## src/rtl/memory_arbiter.sv

```systemverilog
// Two-port (instruction/data cache) arbiter for a single line-based memory.
// Round-robin on ties, one transaction in flight, WAIT phase bounded by TIMEOUT.
module memory_arbiter #(
    parameter int ADDRESS_WIDTH = 12,
    parameter int LINE_WIDTH    = 128,
    parameter int TIMEOUT       = 255
) (
    input  logic                     clk,
    input  logic                     reset,
    input  logic                     i_enable,
    input  logic                     d_enable,
    input  logic                     i_op,
    input  logic                     d_op,
    input  logic [ADDRESS_WIDTH-1:0] i_address,
    input  logic [ADDRESS_WIDTH-1:0] d_address,
    input  logic [LINE_WIDTH-1:0]    i_data_in,
    input  logic [LINE_WIDTH-1:0]    d_data_in,
    output logic [LINE_WIDTH-1:0]    i_data_out,
    output logic [LINE_WIDTH-1:0]    d_data_out,
    output logic                     i_data_ready,
    output logic                     d_data_ready,
    output logic                     i_memory_in_use,
    output logic                     d_memory_in_use,
    output logic                     error,
    output logic                     mem_enable,
    output logic                     mem_op_init,
    output logic                     mem_op,
    output logic                     mem_op_done,
    output logic [ADDRESS_WIDTH-1:0] mem_address,
    output logic [LINE_WIDTH-1:0]    mem_data_in,
    input  logic [LINE_WIDTH-1:0]    mem_data_out,
    input  logic                     mem_data_ready
);

    localparam int CW = (TIMEOUT > 1) ? $clog2(TIMEOUT) : 1;
    localparam logic [CW-1:0] LAST = CW'(TIMEOUT - 1);

    typedef enum logic [1:0] {IDLE, ISSUE, WAIT, DONE} state_t;

    state_t        state;
    logic          owner;       // 0 = instruction port, 1 = data port
    logic          last_grant;
    logic [CW-1:0] count;
    logic          grant_d;

    // Data port wins alone, or on a tie when the instruction port was served last.
    assign grant_d = d_enable & (~i_enable | ~last_grant);

    assign i_memory_in_use = (state != IDLE) &&  owner;
    assign d_memory_in_use = (state != IDLE) && !owner;

    always_ff @(posedge clk or negedge reset) begin
        if (!reset) begin
            state        <= IDLE;
            owner        <= 1'b0;
            last_grant   <= 1'b1;
            count        <= '0;
            i_data_out   <= '0;
            d_data_out   <= '0;
            i_data_ready <= 1'b0;
            d_data_ready <= 1'b0;
            error        <= 1'b0;
            mem_enable   <= 1'b0;
            mem_op_init  <= 1'b0;
            mem_op       <= 1'b0;
            mem_op_done  <= 1'b0;
            mem_address  <= '0;
            mem_data_in  <= '0;
        end else begin
            case (state)
                IDLE: begin
                    if (i_enable || d_enable) begin
                        owner       <= grant_d;
                        mem_op      <= grant_d ? d_op      : i_op;
                        mem_address <= grant_d ? d_address : i_address;
                        mem_data_in <= grant_d ? d_data_in : i_data_in;
                        mem_enable  <= 1'b1;
                        mem_op_init <= 1'b1;
                        state       <= ISSUE;
                    end
                end
                ISSUE: begin
                    mem_op_init <= 1'b0;
                    count       <= '0;
                    state       <= WAIT;
                end
                WAIT: begin
                    if (mem_data_ready || count == LAST) begin
                        if (mem_data_ready && mem_op) begin
                            if (owner) d_data_out <= mem_data_out;
                            else       i_data_out <= mem_data_out;
                        end
                        error        <= !mem_data_ready;
                        mem_enable   <= 1'b0;
                        mem_op_done  <= 1'b1;
                        i_data_ready <= !owner;
                        d_data_ready <= owner;
                        state        <= DONE;
                    end else begin
                        count <= count + 1'b1;
                    end
                end
                DONE: begin
                    mem_op_done  <= 1'b0;
                    i_data_ready <= 1'b0;
                    d_data_ready <= 1'b0;
                    error        <= 1'b0;
                    last_grant   <= owner;
                    state        <= IDLE;
                end
                default: state <= IDLE;
            endcase
        end
    end

endmodule

```

## config.mk

```make
export PLATFORM = sky130hd
export DESIGN_NAME = memory_arbiter
export DESIGN_NICKNAME = d
export VERILOG_FILES = /design/src/rtl/memory_arbiter.sv
export SDC_FILE = /design/constraint.sdc
export NUM_CORES = 1
export LEC_CHECK = 0
export BUFFER_PORTS_ARGS = -buffer_cell sky130_fd_sc_hd__buf_2
export CAP_MARGIN = 20
export CORE_AREA = 2 2 321 323
export CTS_BUF_LIST = sky130_fd_sc_hd__clkbuf_16
export DETAILED_ROUTE_END_ITERATION = 16
export DIE_AREA = 0 0 323 325
export PLACE_DENSITY = 0.42
export SETUP_SLACK_MARGIN = 0.5
export SYNTH_ARGS = -nofsm -noshare
export SYNTH_HDL_FRONTEND = slang
export SYNTH_SLANG_ARGS = --single-unit
```

## constraint.sdc

```tcl
create_clock -name clk -period 2.6 [get_ports clk]
set_input_delay 0.52 -clock clk [delete_from_list [all_inputs] [get_ports clk]]
set_output_delay 0.52 -clock clk [all_outputs]
set_load 0.1 [all_outputs]
```

==> Word level (Yosys, flattened, before mapping) <==
Cells that the tools add are included.
Widths: inputs -> output; s select.
{ "op_classes": {"n_addsub": 1, "n_eq_ne": 7, "muxes": 20, "n_bitwise": 5, "reduce_logical": 21} }
{ "op_table": {"columns": ["op", "n"], "rows": [
  ["$mux 128", 1],
  ["$pmux 8 s2", 1],
  ["$mux 12", 1],
  ["$pmux 1 s2", 6],
  ["$reduce_and 2->1", 5],
  ["$reduce_bool 2->1", 5],
  ["$add 8x1->8 const B", 1],
  ["$eq 8x8->1 const B", 1],
  ["$mux 8", 1],
  ["$pmux 2 s4", 1],
  ["$reduce_and 4->1", 2],
  ["$mux 1", 7],
  ["$ne 2x2->1 const B", 3],
  ["$eq 2x2->1 const B", 2],
  ["$mux 2", 2],
  ["$logic_and 1x1->1", 3],
  ["$not 1->1", 3],
  ["$reduce_and 3->1", 1],
  ["$eq 2x1->1 const B", 1],
  ["$logic_not 1->1", 2],
  ["$logic_not 2->1", 1],
  ["$logic_or 1x1->1", 2],
  ["$and 1x1->1", 1],
  ["$or 1x1->1", 1]
]} }
{ "word_totals": {"register_bits": 415, "inputBits": 415, "output_inout_bits": 405, "wordCells": 69} }

==> Depth between registers and ports, before layout <==
Gate-level depths: netlist of the first run.
{ "logic_depth": {"word_depth": 4, "depth_mapped": 8, "depth_no_buf": 6} }

==> Worst setup path after synthesis of the first run <==
Ideal clock, no wire load.
{ "synth_path": {"kind": "reg-to-output", "start": "register state[0]", "end": "output port d_memory_in_use", "arrival_ns": 1.962, "t_required_ns": 2.080, "setup_slack_ns": 0.118, "path_stages_with_launch": 4, "path_buffers": 0, "path_cell_list": "dfrtp_1 -> inv_1 -> ha_1 -> nor2_1"} }
{ "synth_via": {"elab_chain_cells": 2} }
{ "synth_rtl": {"columns": ["item", "line_no", "rtl"], "rows": [
  ["start, declared", "40", "state_t state;"],
  ["start signal, assigned", "54", "state <= IDLE;"],
  ["start signal, assigned", "79", "state <= ISSUE;"],
  ["start signal, assigned", "85", "state <= WAIT;"],
  ["$reduce_bool 2->1", "50", "assign d_memory_in_use = (state != IDLE) && !owner;"],
  ["$logic_and 1x1->1", "50", null],
  ["end, declared", "23", "output logic d_memory_in_use,"]
]} }
No other way between the ends.

==> Worst setup path after layout of the first run <==
{ "layout_path": {"start": "register state[1]", "end": "output port d_memory_in_use"} }
Same word-level chain as after synthesis.

==> impl_metrics.prom, run 1 <==
# TYPE chip_impl_metric gauge
chip_impl_info{name="reg2reg_from",value="state[1]"} 1
chip_impl_info{name="layout.cells.most_common",value="sky130_fd_sc_hd__buf_2"} 1
chip_impl_metric{name="timing.setup.tns",unit="ns"} 0
chip_impl_metric{name="netlist_instances",unit=""} 1254
chip_impl_metric{name="grt_start_max_net_pins",unit=""} 75
chip_impl_info{name="cpMaxStageDelayCell",value="sky130_fd_sc_hd__dfrtp_1"} 1
chip_impl_metric{name="gr-total-overflow",unit=""} 0
chip_impl_metric{name="dr_total_vias",unit=""} 13200
chip_impl_metric{name="grt_pass1_wl",unit="µm"} 89300
chip_impl_info{name="hold_path.startpoint",value="mem_data_out[67]"} 1
chip_impl_metric{name="via_count_of_the_first_global_routing_pass",unit=""} 14000
chip_impl_metric{name="worstPathArrival",unit="ns"} 1.50
chip_impl_metric{name="dp_hpwl",unit="µm"} 50200
chip_impl_info{name="worst_hold_path_type",value="primary input to flop"} 1
chip_impl_info{name="setup.worst_path.class",value="flop to output pin"} 1
chip_impl_metric{name="finalHoldViolations",unit=""} 0
chip_impl_metric{name="floorplan.initialDensity",unit="%"} 16.7
chip_impl_metric{name="design.portCount",unit=""} 820
chip_impl_metric{name="fp_rows",unit=""} 117
chip_impl_metric{name="synth_seq_cells",unit=""} 415
chip_impl_metric{name="overall_die_height",unit="µm"} 325
chip_impl_metric{name="post-route-min-period",unit="ns"} 2.02
chip_impl_metric{name="initialDrtViolationCount",unit=""} 497
chip_impl_info{name="mostFrequentLayoutCells",value="813 x sky130_fd_sc_hd__buf_2, 414 x sky130_fd_sc_hd__dfrtp_1, 257 x sky130_fd_sc_hd__mux2_2, 153 x sky130_fd_sc_hd__nand2_1, 143 x sky130_fd_sc_hd__mux2i_1"} 1
chip_impl_metric{name="dieWidth",unit="µm"} 323
chip_impl_metric{name="drc",unit=""} 0
chip_impl_metric{name="max-clock-path-buffers",unit=""} 3
chip_impl_metric{name="totalWireLength",unit="µm"} 62000
chip_impl_metric{name="max_slew_margin",unit="%"} 30.6
chip_impl_metric{name="grt_util_all_layers",unit="%"} 11.3
chip_impl_info{name="rsz0062_at_grt",value="no"} 1
chip_impl_metric{name="reg_clk_slew_reported_paths",unit="ns"} 0.06
chip_impl_metric{name="clock-sinks",unit=""} 415
chip_impl_metric{name="antenna_left",unit=""} 0
chip_impl_metric{name="insertion_delay_of_the_later_clocked_pin_in_the_worst_skew_pair",unit="ns"} 0.60
chip_impl_metric{name="regToRegSetupSlack",unit="ns"} 0.62
chip_impl_metric{name="tightestPinTransition",unit="ns"} 1.04
chip_impl_metric{name="syn_area",unit="µm²"} 16900
chip_impl_metric{name="highest_cell_delay_on_the_worst_timing_path",unit="ns"} 0.37
chip_impl_metric{name="critical_path_required",unit="ns"} 2.08
chip_impl_metric{name="antenna_found_initial",unit=""} 10
chip_impl_metric{name="seq_area_frac_synth",unit="%"} 61.3
chip_impl_info{name="cts_root_buffer",value="sky130_fd_sc_hd__clkbuf_16"} 1
chip_impl_info{name="outcome",value="completed"} 1
chip_impl_metric{name="synth_edf_count",unit=""} 0
chip_impl_metric{name="die_area",unit="µm²"} 105000
chip_impl_metric{name="finalNetCount",unit=""} 2530
chip_impl_metric{name="layout_worst_path_cycle_share",unit="%"} 77.8
chip_impl_info{name="cts_tree",value="done"} 1
chip_impl_metric{name="critical_path.max_fanout",unit=""} 3
chip_impl_metric{name="design.core.area",unit="µm²"} 101000
chip_impl_metric{name="timing.clock.skew",unit="ns"} 0.0183
chip_impl_metric{name="syn-num-nets",unit=""} 1675
chip_impl_metric{name="layout-area-overhead-vs-synth",unit="%"} 46.3
chip_impl_metric{name="async_reset_ff_share",unit="%"} 100
chip_impl_info{name="critical_path.startpoint",value="state[1]"} 1
chip_impl_metric{name="routedWlPerCell",unit="µm"} 17.6
chip_impl_metric{name="clock_tree.htree_level_count",unit=""} 2
chip_impl_metric{name="synth.avg_cell_area",unit="µm²"} 13.5
chip_impl_info{name="setup.worst_path.end_class",value="output pin"} 1
chip_impl_info{name="path_cells",value="inv_2 -> ha_4 -> nor2_4 -> buf_12"} 1
chip_impl_metric{name="final_core_occ",unit="%"} 24.5
chip_impl_metric{name="post_route_cells_drive_above_1_share",unit="%"} 56.9
chip_impl_info{name="synthFlopType",value="sky130_fd_sc_hd__dfrtp_1"} 1
chip_impl_metric{name="max_cap_violation_count",unit=""} 0
chip_impl_metric{name="synth_cell_types",unit=""} 40
chip_impl_metric{name="gp_congestion",unit=""} 0.859
chip_impl_metric{name="synthesis.yosys.warnings",unit=""} 0
chip_impl_metric{name="drv_slew",unit=""} 0
chip_impl_info{name="timing.critical_path.from_type",value="flop"} 1
chip_impl_metric{name="tritoncts.num_buffers",unit=""} 49
chip_impl_metric{name="route.detailed.vias_per_inst",unit=""} 3.74
chip_impl_metric{name="port_buffers",unit=""} 819
chip_impl_metric{name="setup_violations",unit=""} 0
chip_impl_metric{name="max_freq",unit="MHz"} 494
chip_impl_metric{name="first_pass_iters",unit=""} 4
==> timing repair <==
action,in CTS,in global routing
hold buffers,1,0
resized for setup,18,4
endpoints found under the setup margin,9,129
setup buffers,5,0
endpoints found under the hold margin,23,0
pin swaps,0,0
==> path summary, 6_finish.rpt <==
kind / end / depth (start not counted)
min in group asynchronous: mem_data_in[10] / 2
min: i_data_out[67] / 2
min reg2reg: mem_data_in[52] / 2
max in group asynchronous: i_data_out[124] / 3
max reg2reg: i_data_out[26] / 6
max: d_memory_in_use / 4
==> routing by layer <==
metal | wire length, µm | GRT usage, % | vias to the layer above
met1 | 22600 | 11.7 | 6375
li1 | - | - | 6132
met4 | 1950 | 3.66 | 10
met2 | 31900 | 21.0 | 548
met3 | 5460 | 3.86 | 96
met5 | 60 | 0 | -
==> per-stage QoR <==
stage	instance area (µm²)	instances	worst slack [ns]	hold WS, ns
floorplan	16900	1254	0.118	0.224
global placement	23000	3420	0.388	0.463
detailed placement	23000	3420	0.328	0.465
CTS	24800	3517	0.500	0.0971
global route	24800	3518	0.501	0.120
finish	24800	3520	0.577	0.170
==> cells by family after synthesis <==
group / Yosys count / synth area share, %
flip-flops: 415 / 61.3
multiplexers: 400 / 25.5
AND/OR/NAND/NOR: 178 / 4.41
AO/OA/AOI/OAI: 169 / 5.25
buffers and inverters: 85 / 2.97
adder cells (fa/ha/maj): 6 / 0.443
XOR/XNOR: 1 / 0.0517
==> sequential cells by signal, summed over array words and instances, names as in the netlist, 2 cells and up <==
signal       cells
mem_address     12
d_data_out     128
i_data_out     128
count            8
mem_data_in    128
state            2
==> critical path: cells and delay by family (launching register included) <==
kind                     cells  cell delay (ns)
buffers and inverters        2             0.25
adder cells (fa/ha/maj)      1             0.18
AND/OR/NAND/NOR              1             0.11
flip-flops                   1             0.37
==> layout make-up <==
cell class	count	area, µm²
antenna	3	7.51
clock buffer	50	1250
clock inverter	41	398
fill	10900	76500
inverter	6	22.5
multi-input combinational	754	6100
sequential	415	10400
tap	1368	1710
timing repair buffer	883	4900
==> synthesized netlist by cell type (2+ instances only) <==
cell type | number | share of area (%)
sky130_fd_sc_hd__nor2b_1 | 2 | 0.074
sky130_fd_sc_hd__mux2_2 | 257 | 17
sky130_fd_sc_hd__nand4_1 | 4 | 0.15
sky130_fd_sc_hd__clkbuf_1 | 19 | 0.42
sky130_fd_sc_hd__dfrtp_1 | 414 | 61
sky130_fd_sc_hd__nor2_1 | 4 | 0.089
sky130_fd_sc_hd__ha_1 | 6 | 0.44
sky130_fd_sc_hd__o21ai_0 | 71 | 2.1
sky130_fd_sc_hd__buf_4 | 22 | 0.98
sky130_fd_sc_hd__inv_1 | 6 | 0.13
sky130_fd_sc_hd__a21oi_1 | 4 | 0.12
sky130_fd_sc_hd__o31ai_1 | 3 | 0.13
sky130_fd_sc_hd__o21ai_1 | 81 | 2.4
sky130_fd_sc_hd__nand3_1 | 6 | 0.18
sky130_fd_sc_hd__buf_2 | 27 | 0.80
sky130_fd_sc_hd__nand2_1 | 153 | 3.4
sky130_fd_sc_hd__buf_1 | 2 | 0.044
sky130_fd_sc_hd__mux2i_1 | 143 | 8.5
sky130_fd_sc_hd__buf_6 | 9 | 0.60
Power of run 1 is left out: the tool's default activity adds up to more than one toggle a clock period on the data nets, which glitch-free logic cannot reach.
==> inputs of run 2 (changes only) <==
Settings changed: ABC_AREA set to 1, CORE_AREA 2 2 321 323 to 2 2 323 325, DIE_AREA 0 0 323 325 to 0 0 325 327, PLACE_DENSITY 0.42 to 0.43.
Clock period 2.6 ns to 1.6 ns, I/O delays scaled along.
==> run 2 against run 1 <==
  * The run now ends with negative setup slack left
  * Critical path depth up 1
  * Flip-flop and latch count stayed put
  * Sequential share of layout area down 13 points
  * Clock skew down 0.0064 ns
  * Wire length increased by 31%
  * Critical endpoint unchanged
  * Largest cell class is now non-clock buffers
==> impl_metrics.prom, run 2 <==
# TYPE chip_impl_metric gauge
chip_impl_metric{name="insertion_delay_of_the_later_clocked_pin_in_the_worst_skew_pair",unit="ns"} 0.61
chip_impl_metric{name="synth_cell_types",unit=""} 24
chip_impl_metric{name="antenna_diode_count",unit=""} 0
chip_impl_metric{name="gr-total-overflow",unit=""} 0
chip_impl_metric{name="clock_tree.htree_level_count",unit=""} 2
chip_impl_metric{name="dieWidth",unit="µm"} 325
chip_impl_metric{name="antenna_found_initial",unit=""} 4
chip_impl_metric{name="pre_cts_slack",unit="ns"} -0.117
chip_impl_metric{name="timing.clock.skew",unit="ns"} 0.0119
chip_impl_metric{name="drv_slew",unit=""} 0
chip_impl_metric{name="dp_hpwl",unit="µm"} 54600
chip_impl_metric{name="dr_total_vias",unit=""} 18500
chip_impl_info{name="setup.worst_path.class",value="flop to output pin"} 1
chip_impl_metric{name="first_pass_iters",unit=""} 5
chip_impl_info{name="reg2reg_from",value="state[0]"} 1
chip_impl_metric{name="route.detailed.vias_per_inst",unit=""} 3.96
chip_impl_metric{name="antenna_left",unit=""} 0
chip_impl_metric{name="worstPathArrival",unit="ns"} 1.60
chip_impl_metric{name="number_of_cells_in_the_design_after_placement",unit=""} 4070
chip_impl_metric{name="drc",unit=""} 0
chip_impl_info{name="synthFlopType",value="sky130_fd_sc_hd__dfrtp_1"} 1
chip_impl_metric{name="fp_rows",unit=""} 118
chip_impl_metric{name="overall_die_height",unit="µm"} 327
chip_impl_metric{name="port_buffers",unit=""} 819
chip_impl_metric{name="async_reset_ff_share",unit="%"} 100
chip_impl_metric{name="floorplan.initialDensity",unit="%"} 16.2
chip_impl_metric{name="final_core_occ",unit="%"} 35.5
chip_impl_metric{name="layout_worst_path_cycle_share",unit="%"} 120
chip_impl_metric{name="via_count_of_the_first_global_routing_pass",unit=""} 19600
chip_impl_metric{name="setup_violations",unit=""} 418
chip_impl_metric{name="fill_cells",unit=""} 10100
chip_impl_info{name="hold_path.startpoint",value="i_data_in[3]"} 1
chip_impl_info{name="mostFrequentLayoutCells",value="427 x sky130_fd_sc_hd__nand2_1, 414 x sky130_fd_sc_hd__buf_12, 413 x sky130_fd_sc_hd__buf_2, 405 x sky130_fd_sc_hd__dfrtp_1, 384 x sky130_fd_sc_hd__dlygate4sd3_1"} 1
chip_impl_metric{name="critical_path.max_fanout",unit=""} 3
chip_impl_info{name="cts_tree",value="done"} 1
chip_impl_metric{name="synth.avg_cell_area",unit="µm²"} 8.98
chip_impl_metric{name="synthesis.yosys.warnings",unit=""} 0
chip_impl_metric{name="syn_area",unit="µm²"} 16700
chip_impl_metric{name="initialDrtViolationCount",unit=""} 985
chip_impl_metric{name="netlist.area_leader.share",unit="%"} 62.2
chip_impl_metric{name="routedWlPerCell",unit="µm"} 17.4
chip_impl_info{name="netlist_top_cells_area",value="sky130_fd_sc_hd__dfrtp_1 62%, sky130_fd_sc_hd__o21ai_0 12%, sky130_fd_sc_hd__nand2_1 10%"} 1
chip_impl_metric{name="finalHoldViolations",unit=""} 0
chip_impl_info{name="rsz0062_at_grt",value="yes"} 1
chip_impl_metric{name="synth_seq_cells",unit=""} 415
chip_impl_metric{name="totalWireLength",unit="µm"} 81400
chip_impl_metric{name="tritoncts.num_buffers",unit=""} 51
chip_impl_metric{name="post-route-min-period",unit="ns"} 1.92
chip_impl_metric{name="syn-num-nets",unit=""} 2278
chip_impl_info{name="cts_root_buffer",value="sky130_fd_sc_hd__clkbuf_16"} 1
chip_impl_info{name="synth.most_common_cell",value="sky130_fd_sc_hd__nand2_1"} 1
chip_impl_metric{name="clock-sinks",unit=""} 415
chip_impl_metric{name="design.core.area",unit="µm²"} 103000
chip_impl_info{name="r2r_end",value="mem_data_in[94]"} 1
chip_impl_metric{name="grt_pass1_wl",unit="µm"} 119000
chip_impl_info{name="netlist.top_cell.by_area",value="sky130_fd_sc_hd__dfrtp_1"} 1
chip_impl_metric{name="gp_congestion",unit=""} 0.828
chip_impl_metric{name="finish.cell_count_without_fillers",unit=""} 4663
chip_impl_metric{name="rr_worst_depth",unit=""} 12
chip_impl_metric{name="synth_edf_count",unit=""} 0
chip_impl_metric{name="regToRegSetupSlack",unit="ns"} -0.29
chip_impl_metric{name="grt_start_max_net_pins",unit=""} 62
chip_impl_metric{name="seq_area_frac_synth",unit="%"} 62.3
chip_impl_metric{name="layout-area-overhead-vs-synth",unit="%"} 119
chip_impl_metric{name="multi_input_comb_area",unit="µm²"} 5490
chip_impl_info{name="timing.critical_path.from_type",value="flop"} 1
chip_impl_info{name="yosys-top-cells-count",value="442 x sky130_fd_sc_hd__nand2_1, 414 x sky130_fd_sc_hd__dfrtp_1, 412 x sky130_fd_sc_hd__o21ai_0, 154 x sky130_fd_sc_hd__nor2_1, 147 x sky130_fd_sc_hd__inv_1"} 1
chip_impl_info{name="layout.cells.most_common",value="sky130_fd_sc_hd__nand2_1"} 1
chip_impl_info{name="timing.hold.worst_endpoint",value="mem_data_in[3]"} 1
chip_impl_metric{name="postLayoutSetupSlackWorst",unit="ns"} -0.324
chip_impl_info{name="failed_checks",value="negative setup slack"} 1
chip_impl_metric{name="finalNetCount",unit=""} 3663
chip_impl_metric{name="max_freq",unit="MHz"} 520
chip_impl_metric{name="max_cap_violation_count",unit=""} 0
chip_impl_metric{name="max-clock-path-buffers",unit=""} 3
chip_impl_metric{name="max_slew_margin",unit="%"} 64.3
chip_impl_metric{name="design.portCount",unit=""} 820
chip_impl_metric{name="critical_path_required",unit="ns"} 1.28
chip_impl_metric{name="grt_util_all_layers",unit="%"} 14.4
chip_impl_metric{name="tightestPinTransition",unit="ns"} 0.536
chip_impl_metric{name="min_path_cells",unit=""} 3
chip_impl_info{name="setup.worst_path.end_class",value="output pin"} 1
chip_impl_metric{name="sequential_cell_area_in_the_final_layout",unit="µm²"} 10400
chip_impl_info{name="critical_path.startpoint",value="state[0]"} 1
chip_impl_info{name="biggestRegsByFlops",value="d_data_out: 128 flops, i_data_out: 128 flops, mem_data_in: 128 flops"} 1
chip_impl_metric{name="netlist_instances",unit=""} 1857
chip_impl_info{name="worst_hold_path_type",value="primary input to flop"} 1
chip_impl_metric{name="reg_clk_slew_reported_paths",unit="ns"} 0.05
chip_impl_metric{name="die_area",unit="µm²"} 106000
chip_impl_info{name="outcome",value="finished, violations left"} 1
chip_impl_metric{name="post_route_cells_drive_above_1_share",unit="%"} 37.2
[run 2: cell count changes in the layout (fill, tap and decap cells not counted), moves of 43 or more]
cell and delta:
sky130_fd_sc_hd__mux2i_1 -143, sky130_fd_sc_hd__o21ai_0 +96, sky130_fd_sc_hd__mux2_2 -257, sky130_fd_sc_hd__nand2_1 +274, sky130_fd_sc_hd__o21ai_2 +43, sky130_fd_sc_hd__buf_12 +392, sky130_fd_sc_hd__buf_2 -400, sky130_fd_sc_hd__o21ai_1 +256
sky130_fd_sc_hd__buf_4 +119, sky130_fd_sc_hd__dlygate4sd3_1 +383, sky130_fd_sc_hd__inv_1 +143, sky130_fd_sc_hd__nor2_1 +149
[run 2: cell families after synthesis]
logic type / synth area share, %
compound gates: 16.8
buf+inv: 6.43
simple gates: 14.0
fa+ha+maj: 0.450
flops: 62.3
[run 2: area by class of cell]
cell class / count / share of cell area, %
timing repair buffer: 1451 / 46.0
clock inverter: 42 / 0.698
inverter: 150 / 1.60
clock buffer: 52 / 3.56
multi-input combinational: 1173 / 15.0
tap: 1380 / 4.72
sequential: 415 / 28.4
[run 2: timing repair]
action	CTS	global route
hold buffers	382	2
cloned	9	18
hold endpoints to repair	385	2
endpoints found under the setup margin	820	820
buffers inserted	74	14
resized for setup	1575	192
pin swaps	7	77
[run 2: worst max-delay path, cell delays in order, from the launching register on]
cell and delay, ns:
sky130_fd_sc_hd__dfrtp_1 0.35, sky130_fd_sc_hd__inv_2 0.06, sky130_fd_sc_hd__ha_4 0.16, sky130_fd_sc_hd__buf_6 0.12
sky130_fd_sc_hd__nor2_4 0.12, sky130_fd_sc_hd__buf_12 0.19
[run 2: layer usage]
| metal | global-route usage, % | share of wire (%) | vias to the layer above | routed length, µm |
|---|---|---|---|---|
| li1 | - | - | 8784 | - |
| met1 | 16.1 | 38 | 8756 | 30900 |
| met2 | 25.5 | 51 | 761 | 41100 |
| met3 | 4.21 | 7.0 | 162 | 5670 |
| met4 | 6.13 | 4.4 | 4 | 3610 |
| met5 | 0 | 0.033 | - | 27 |
[run 2: how the worst max path moves through the flow]
| stage | endpoint | slack, ns | cells past startpoint |
|---|---|---|---|
| floorplan | mem_address[0] | 0.05 | 9 |
| CTS | d_memory_in_use | -0.39 | 5 |
| detailed placement | mem_data_in[8] | -0.12 | 9 |
| global route | d_memory_in_use | -0.41 | 5 |
| global placement | d_data_out[22] | -0.09 | 11 |
| finish | d_memory_in_use | -0.32 | 5 |
[run 2: per-stage QoR]
stage	area [µm²]	hold WS, ns	setup TNS, ns
3_3_place_gp	23700	0.292	-10.15
5_1_grt	36600	0.0117	-100.22
2_1_floorplan	17000	0.0244	0
3_5_place_dp	23700	0.286	-15.32
4_1_cts	35700	0.000290	-45.05
6_report	36600	0.0388	-64.44
Power of run 2 is left out for the same reason.
==> inputs of run 3 (changes only) <==
Settings changed: ABC_CLOCK_PERIOD_IN_PS set to 1600, CORE_AREA 2 2 323 325 to 8 8 312 314, DIE_AREA 0 0 325 327 to 0 0 320 322, PLACE_DENSITY 0.43 to 0.46.
==> run 3 against run 2 <==
  * The flow still finishes with violations (negative setup slack)
  * Utilization up 4.8 points
  * Register-to-register slack got worse by 0.08 ns
  * Final cell count decreased by 3.1%
  * Design area is 2.1% higher
  * Flip-flop and latch count is the same
  * Clock skew up 0.0045 ns
  * Sequential share of layout area down 0.57 points
  * Critical path type is now flop to flop
  * Highest routed layer unchanged
==> impl_metrics.prom, run 3 (synthesis results as in run 2) <==
# TYPE chip_impl_metric gauge
chip_impl_info{name="outcome",value="finished, violations left"} 1
chip_impl_info{name="failed_checks",value="negative setup slack"} 1
chip_impl_metric{name="grt_start_max_net_pins",unit=""} 77
chip_impl_metric{name="critical_path_required",unit="ns"} 2.09
chip_impl_metric{name="worstPathArrival",unit="ns"} 2.46
chip_impl_metric{name="tightestPinTransition",unit="ns"} 0.499
chip_impl_info{name="rsz0062_at_grt",value="yes"} 1
chip_impl_info{name="path_cells",value="inv_2 -> buf_4 -> ha_4 -> inv_2 -> nor3_4 -> buf_6 -> nand2_8 -> buf_12 -> buf_16 -> clkbuf_16 -> o21ai_1"} 1
chip_impl_metric{name="drc",unit=""} 0
chip_impl_metric{name="sequential_cell_area_in_the_final_layout",unit="µm²"} 10400
chip_impl_metric{name="max_freq",unit="MHz"} 508
chip_impl_metric{name="initialDrtViolationCount",unit=""} 1344
chip_impl_metric{name="final_core_occ",unit="%"} 40.4
chip_impl_metric{name="first_pass_iters",unit=""} 5
chip_impl_metric{name="totalWireLength",unit="µm"} 91400
chip_impl_info{name="cts_root_buffer",value="sky130_fd_sc_hd__clkbuf_16"} 1
chip_impl_metric{name="critical_path.max_fanout",unit=""} 12
chip_impl_metric{name="postLayoutSetupSlackWorst",unit="ns"} -0.370
chip_impl_metric{name="insertion_delay_of_the_later_clocked_pin_in_the_worst_skew_pair",unit="ns"} 0.60
chip_impl_info{name="worst_hold_path_type",value="primary input to flop"} 1
chip_impl_metric{name="tritoncts.num_buffers",unit=""} 50
chip_impl_metric{name="via_count_of_the_first_global_routing_pass",unit=""} 20000
chip_impl_metric{name="drv_slew",unit=""} 0
chip_impl_metric{name="grt_pass1_wl",unit="µm"} 124000
chip_impl_info{name="hold_path.startpoint",value="i_data_in[73]"} 1
chip_impl_metric{name="layout-area-overhead-vs-synth",unit="%"} 124
chip_impl_info{name="mostFrequentLayoutCells",value="418 x sky130_fd_sc_hd__buf_12, 418 x sky130_fd_sc_hd__buf_2, 409 x sky130_fd_sc_hd__nand2_1, 398 x sky130_fd_sc_hd__dfrtp_1, 379 x sky130_fd_sc_hd__dlygate4sd3_1"} 1
chip_impl_metric{name="post-route-min-period",unit="ns"} 1.97
chip_impl_metric{name="route.detailed.vias_per_inst",unit=""} 4.22
chip_impl_metric{name="reg_clk_slew_reported_paths",unit="ns"} 0.06
chip_impl_info{name="setup.worst_path.end_class",value="flop"} 1
chip_impl_metric{name="met2_usage",unit="%"} 27.4
chip_impl_metric{name="gp_congestion",unit=""} 0.796
chip_impl_metric{name="global_route.usage.met3",unit="%"} 4.41
chip_impl_info{name="timing.critical_path.from_type",value="flop"} 1
chip_impl_metric{name="grt_util_all_layers",unit="%"} 15.3
chip_impl_info{name="biggestRegsByFlops",value="d_data_out: 128 flops, i_data_out: 128 flops, mem_data_in: 128 flops"} 1
chip_impl_info{name="cpMaxStageDelayCell",value="sky130_fd_sc_hd__dfrtp_1"} 1
chip_impl_metric{name="dp_hpwl",unit="µm"} 56600
chip_impl_metric{name="antenna_found_initial",unit=""} 5
chip_impl_metric{name="floorplan.initialDensity",unit="%"} 18.0
chip_impl_metric{name="design.core.area",unit="µm²"} 92500
chip_impl_metric{name="routedWlPerCell",unit="µm"} 20.2
chip_impl_info{name="reg2reg_from",value="state[0]"} 1
chip_impl_metric{name="fill_cells",unit=""} 8464
chip_impl_metric{name="max-clock-path-buffers",unit=""} 3
chip_impl_metric{name="timing.clock.skew",unit="ns"} 0.0164
chip_impl_metric{name="gr-total-overflow",unit=""} 0
chip_impl_metric{name="dr_total_vias",unit=""} 19100
chip_impl_metric{name="dieWidth",unit="µm"} 320
chip_impl_info{name="path_common_cell",value="sky130_fd_sc_hd__inv_2"} 1
chip_impl_metric{name="clock-sinks",unit=""} 415
chip_impl_metric{name="highest_cell_delay_on_the_worst_timing_path",unit="ns"} 0.38
chip_impl_metric{name="setup_violations",unit=""} 424
chip_impl_metric{name="multi_input_comb_area",unit="µm²"} 5490
chip_impl_metric{name="finalNetCount",unit=""} 3698
chip_impl_metric{name="antenna_left",unit=""} 0
chip_impl_metric{name="clock_tree.htree_level_count",unit=""} 2
chip_impl_metric{name="max_slew_margin",unit="%"} 67.0
chip_impl_metric{name="port_buffers",unit=""} 819
chip_impl_metric{name="fp_rows",unit=""} 112
chip_impl_metric{name="layout_worst_path_cycle_share",unit="%"} 123
chip_impl_metric{name="post_route_cells_drive_above_1_share",unit="%"} 38.4
chip_impl_metric{name="met1_usage",unit="%"} 17.0
chip_impl_info{name="cts_tree",value="done"} 1
chip_impl_metric{name="overall_die_height",unit="µm"} 322
chip_impl_metric{name="max_cap_violation_count",unit=""} 0
chip_impl_info{name="critical_path.startpoint",value="state[0]"} 1
chip_impl_metric{name="die_area",unit="µm²"} 103000
chip_impl_info{name="setup.worst_path.class",value="flop to flop"} 1
chip_impl_metric{name="design.portCount",unit=""} 820
chip_impl_info{name="gr-max-usage-layer",value="met2"} 1
chip_impl_metric{name="finalHoldViolations",unit=""} 0
-- run 3: cell types whose count changed in the layout (fill, tap and decap cells not counted), moves of 6 or more --
cell | previous run | this run
sky130_fd_sc_hd__buf_4 | 163 | 155
sky130_fd_sc_hd__buf_6 | 22 | 28
sky130_fd_sc_hd__clkbuf_16 | 68 | 96
sky130_fd_sc_hd__dfrtp_1 | 405 | 398
sky130_fd_sc_hd__dfrtp_2 | 8 | 15
sky130_fd_sc_hd__nand2_1 | 427 | 409
sky130_fd_sc_hd__nand2_2 | 12 | 31
sky130_fd_sc_hd__o21ai_0 | 166 | 181
sky130_fd_sc_hd__o21ai_2 | 43 | 32
-- run 3: what timing repair did --
item                       4_1_cts  5_1_grt
hold endpoints to repair       619        0
gates resized for setup       1524      273
cloned                          12       64
buffers inserted                80       15
setup endpoints to repair      820      820
pin swaps                        5       25
hold buffers                   379        0
-- run 3: routing by layer --
metal  up-vias  part of all wire [%]
met5         -                 0.012
met4         2                   3.8
met3       156                   7.2
met2       874                    51
met1      9140                    38
li1       8897                     -
-- run 3: critical path, delay by kind of cell, from the launching register on --
family / cells / cell delay, ns
buffers and inverters: 7 / 0.87
flip-flops: 1 / 0.38
AND/OR/NAND/NOR: 2 / 0.25
AO/OA/AOI/OAI: 1 / 0.21
adder cells (fa/ha/maj): 1 / 0.13
-- run 3: worst paths after layout --
| check | end | slack [ns] | cells past startpoint |
|---|---|---|---|
| hold / removal | mem_data_in[73] | 0.04 | 3 |
| min in group asynchronous | i_data_out[26] | 0.19 | 2 |
| max in group asynchronous | last_grant | 0.68 | 4 |
| setup reg to reg | d_data_out[84] | -0.37 | 11 |
| hold reg to reg | mem_op_done | 0.48 | 2 |
| setup / recovery | d_data_out[84] | -0.37 | 11 |
-- run 3: per-stage QoR --
| step | area (µm²) | std cells | worst slack (ns) | hold slack, ns | setup TNS, ns |
|---|---|---|---|---|---|
| 3_5_place_dp | 23300 | 3872 | -0.127 | 0.186 | -28.38 |
| 3_3_place_gp | 23300 | 3872 | -0.139 | 0.188 | -26.82 |
| 4_1_cts | 35300 | 4436 | -0.372 | 0.00115 | -70.20 |
| 5_1_grt | 37300 | 4517 | -0.460 | 0.0267 | -117.07 |
| 6_report | 37300 | 4518 | -0.370 | 0.0435 | -77.65 |
| 2_1_floorplan | 17000 | 1857 | 0.0490 | 0.0244 | 0 |
-- run 3: area by class of cell --
type                       instances  area share, %
antenna                            3         0.0201
inverter                         150           1.59
clock inverter                    42          0.841
timing repair buffer            1483           47.4
clock buffer                      51           3.42
timing repair inverter             4          0.171
multi-input combinational       1173           14.7
sequential                       415           27.9
tap                             1197           4.01
Power of run 3 is left out for the same reason.
